$ cat config.mk
export PLATFORM = sky130hd
export DESIGN_NAME = ordena_n_pipe
export DESIGN_NICKNAME = d
export VERILOG_FILES = /design/src/rtl/ordena_n_pipe.sv
export SDC_FILE = /design/constraint.sdc
export NUM_CORES = 2
export LEC_CHECK = 0
export CAP_MARGIN = 20
export CELL_PAD_IN_SITES_DETAIL_PLACEMENT = 2
export CELL_PAD_IN_SITES_GLOBAL_PLACEMENT = 2
export CORE_MARGIN = 2
export CORE_UTILIZATION = 40
export DETAILED_ROUTE_END_ITERATION = 10
export GPL_TIMING_DRIVEN = 0
export MAX_ROUTING_LAYER = met4
export PLACE_DENSITY_LB_ADDON = 0.1
export SLEW_MARGIN = 30
export SYNTH_ARGS = -nofsm -noshare
export SYNTH_HDL_FRONTEND = slang
export SYNTH_SLANG_ARGS = --single-unit
$ cat constraint.sdc
create_clock -name clk -period 34.1 [get_ports clk]
set_input_delay 6.82 -clock clk [delete_from_list [all_inputs] [get_ports clk]]
set_output_delay 6.82 -clock clk [all_outputs]
set_load 0.03 [all_outputs]
$ cat src/rtl/ordena_n_pipe.sv
// ordena_n_pipe: streaming odd-even transposition sorter, one register stage per exchange layer.
// Each vector carries its own valid, ena and direction bits through the pipeline.
`default_nettype none

module ordena_n_pipe #(
  parameter int LARGURA = 8,
  parameter int N       = 9
) (
  input  logic                     clk,
  input  logic                     rst,
  input  logic                     in_valid,
  output logic                     in_ready,
  input  logic                     ena,
  input  logic                     cresc_ou_decres,
  input  logic [N*LARGURA-1:0]     dados_in,
  output logic                     out_valid,
  input  logic                     out_ready,
  output logic [N*LARGURA-1:0]     dados_out,
  output logic [LARGURA-1:0]       mediana,
  output logic [$clog2(N+1)-1:0]   ocupacao
);

  localparam int CW = $clog2(N+1);

  typedef logic [N-1:0][LARGURA-1:0] vec_t;

  vec_t         dat [1:N];
  logic [N:1]   vld;
  logic [N-1:1] en;
  logic [N-1:1] up;

  logic adv;
  logic accept;
  logic leave;

  // Layer k pairs (i, i+1) with i even on odd k and i odd on even k; equal values stay put.
  function automatic vec_t layer(input vec_t d, input int k, input logic e, input logic asc);
    vec_t r;
    r = d;
    for (int i = 0; i < N - 1; i++) begin
      if (((i % 2) == ((k - 1) % 2)) && e &&
          (asc ? (d[i] > d[i+1]) : (d[i] < d[i+1]))) begin
        r[i]   = d[i+1];
        r[i+1] = d[i];
      end
    end
    return r;
  endfunction

  assign adv      = !vld[N] || out_ready;
  assign in_ready = adv;
  assign accept   = in_valid && adv;
  assign leave    = vld[N] && out_ready;

  always_ff @(posedge clk or posedge rst) begin
    if (rst) begin
      for (int k = 1; k <= N; k++) dat[k] <= '0;
      vld <= '0;
      en  <= '0;
      up  <= '0;
    end else if (adv) begin
      dat[1] <= layer(vec_t'(dados_in), 1, ena, cresc_ou_decres);
      vld[1] <= in_valid;
      en[1]  <= ena;
      up[1]  <= cresc_ou_decres;
      for (int k = 2; k <= N; k++) begin
        dat[k] <= layer(dat[k-1], k, en[k-1], up[k-1]);
        vld[k] <= vld[k-1];
      end
      for (int k = 2; k < N; k++) begin
        en[k] <= en[k-1];
        up[k] <= up[k-1];
      end
    end
  end

  always_ff @(posedge clk or posedge rst) begin
    if (rst) begin
      ocupacao <= '0;
    end else if (accept && !leave) begin
      ocupacao <= ocupacao + CW'(1);
    end else if (leave && !accept) begin
      ocupacao <= ocupacao - CW'(1);
    end
  end

  assign out_valid = vld[N];
  assign dados_out = dat[N];
  assign mediana   = dat[N][(N-1)/2];

endmodule

`default_nettype wire

==> impl_metrics.csv <==
group,metric,value,unit
finish,nets,4178,
sta,worst_pin_slew,0.982,ns
sta,rsz0062_at_grt,"false",
hold_path,hp-class,"flip-flop to flip-flop",
pwr,p_leak,20.2,nW
floorplan,core,94600,sq um
setup_path,crit_slowest_cell,"clkdlybuf4s50_1",
clocking,clkLatencyLatePin,0.65,ns
floorplan,die_y,312,microns
floorplan,initial_core_util,0.402,
finish,finish.utilization,0.467,
grt,grt_use_met2,0.525,
clocking,ctsHoldBuffers,0,
floorplan,die_w,312,microns
finish,final_cell_mix,"677 x dfrtp_1, 576 x a221o_1, 353 x and2_1",
routing,totalWireLength,142000,microns
yosys,netlist.area_leader.share,0.446,
finish,area_growth,16.2,%
finish,final_common_cell,"dfrtp_1",
routing,via_count,30779,
yosys,syn_area,38000,sq um
clocking,clk_pin_slew,0.06,ns
grt,grt.total_usage,0.300,
sta,setup_viol,0,
floorplan,die-area,97500,sq um
clocking,cts_setup_buffers,0,
yosys,ys_types,39,
setup_path,crit_family,"buffers and inverters",
clocking,cts.htree.levels,3,
yosys,seq_area_frac_synth,0.446,
status,status,"completed",
yosys,yosys_warnings,0,
grt,grt_pass1_vias,34601,
yosys,ys_ff_latch,677,
sta,hold_violations,0,
setup_path,cp_cell_sequence,"clkdlybuf4s50_1, nor2b_4, inv_2, buf_4, buf_2, clkbuf_1, clkbuf_1, clkdlybuf4s50_1",
placement,place.gp.congestion,0.888,
setup_path,slowest_delay,0.82,ns
grt,met3_usage,0.0297,
routing,first_pass_iters,5,
yosys,synth_area_leaders,"dfrtp_1 45%, a221o_1 15%, ha_1 9.5%",
routing,wl_per_cell,27.7,microns
sta,min_period_over_period,0.498,
pwr,power_density,109,nW/um^2
setup_path,crit_fanout,10,
routing,vias_per_cell,5.99,
yosys,yosys.area.top_type,"dfrtp_1",
sta,hold_ws,0.468,ns
clocking,root_buffer,"clkbuf_16",
grt,antenna_found_initial,6,
sta,period_needed,16.99,ns
finish,drive_gt1_frac,0.122,
clocking,post_cts_resized,0,
sta,clock.fmax,58.8,MHz
yosys,syn_inst,3552,
clocking,cts_num_sinks,677,
clocking,cts_tree,"built",
floorplan,pin_count,164,
pwr,peakVddDrop,0.0000350,V
grt,grt_pass1_wl,218000,microns
grt,grt.busiest_layer,"met2",
yosys,synth_area_per_cell,10.7,sq um
setup_path,worstSetupStartpointType,"input pin",
finish,fin_area,44200,sq um
setup_path,crit_buf_inv,7,
sta,relSlewSlack,0.345,
floorplan,num_rows,113,
grt,gr-total-overflow,0,
routing,drt-initial-drc-count,1755,
sta,finalSetupTns,0,ns
grt,grt_start_max_net_pins,93,
run,drv_cap,0,
setup_path,path_class,"input pin to output pin",
clocking,numCtsBuffers,81,
grt,grt_use_met1,0.345,
clocking,cts_buffer_depth,3,
yosys,syn-num-nets,3921,
sta,maxSlewViolCount,0,
placement,placed_cell_area,41600,sq um
finish,nFillCells,9632,
setup_path,cp-end-kind,"output pin",
setup_path,required,27.28,ns
pwr,power,4.81,mW
routing,drtAntennaViolNets,0,
routing,drc,0,
placement,hpwl,109000,microns
placement,portBuffers,162,
sta,skew,0.0257,ns
setup_path,worstPathArrival,10.17,ns
path summary, 6_finish.rpt:
check                      startpoint      endpoint  slack, ns  cells past startpoint
hold reg to reg                vld[8]        vld[9]       0.47                      1
max in group asynchronous         rst      dat[138]      25.78                      5
setup / recovery            out_ready      in_ready      17.11                      8
min in group asynchronous         rst  dados_out[4]       6.65                      2
hold / removal                 vld[8]        vld[9]       0.47                      1
setup reg to reg               vld[9]       dat[76]      30.60                      9
per-stage QoR:
step,cells,setup WS [ns]
after floorplan,3552,8.30
after global placement,4979,0.336
after detailed placement,4991,17.09
after CTS,5131,17.09
after global routing,5132,17.05
final,5135,17.11
Yosys cell counts, drive strengths merged:
library cell	n
mux2i	1
xor2	2
o211ai	108
a21oi	146
fa	1
xnor2	1
nand2b	11
o31ai	36
nor2b	37
buf	192
nand4	72
dfrtp	677
or4b	36
a21o	9
and2	361
clkbuf	102
o21a	36
mux2	1
ha	290
o21ai	68
nand2	237
inv	290
nor2	225
nand3b	1
and3	36
a221o	576
sequential cells by signal (all words and copies together), names as in the netlist:
name / cells
dados_out: 64
dat: 576
mediana: 8
vld: 9
en: 8
up: 8
ocupacao: 4
final cells by class:
type                    count  area, sq um  area share
diodes                      4         10.0    0.000227
clock buffers             123         2430      0.0551
well taps                1265         1580      0.0358
clock inverters            17          140     0.00317
flip-flops and latches    677        16900       0.384
multi-input cells        2291        18000       0.408
inverters                 290         1100      0.0248
repair buffers            174         1940      0.0439
plain buffers             294         2010      0.0456
kinds of logic after synthesis:
| kind of cell | synth area share |
|---|---|
| xor+xnor | 0.000691 |
| buf+inv | 0.0808 |
| mux | 0.000560 |
| flops | 0.446 |
| compound gates | 0.234 |
| fa+ha+maj | 0.0960 |
| simple gates | 0.142 |
power breakdown:
group          leakage, nW  internal (mW)  switching (mW)  total (mW)
clock                 1.28          0.503           0.353       0.857
combinational         10.4           1.05            1.33        2.39
sequential            8.60           1.14           0.424        1.56
layer usage:
metal,wire length (microns),part of all wire
met1,57600,0.40
met2,72900,0.51
met3,4840,0.034
met4,7060,0.050
met5,0,0
(Power assumes the default switching activity.)
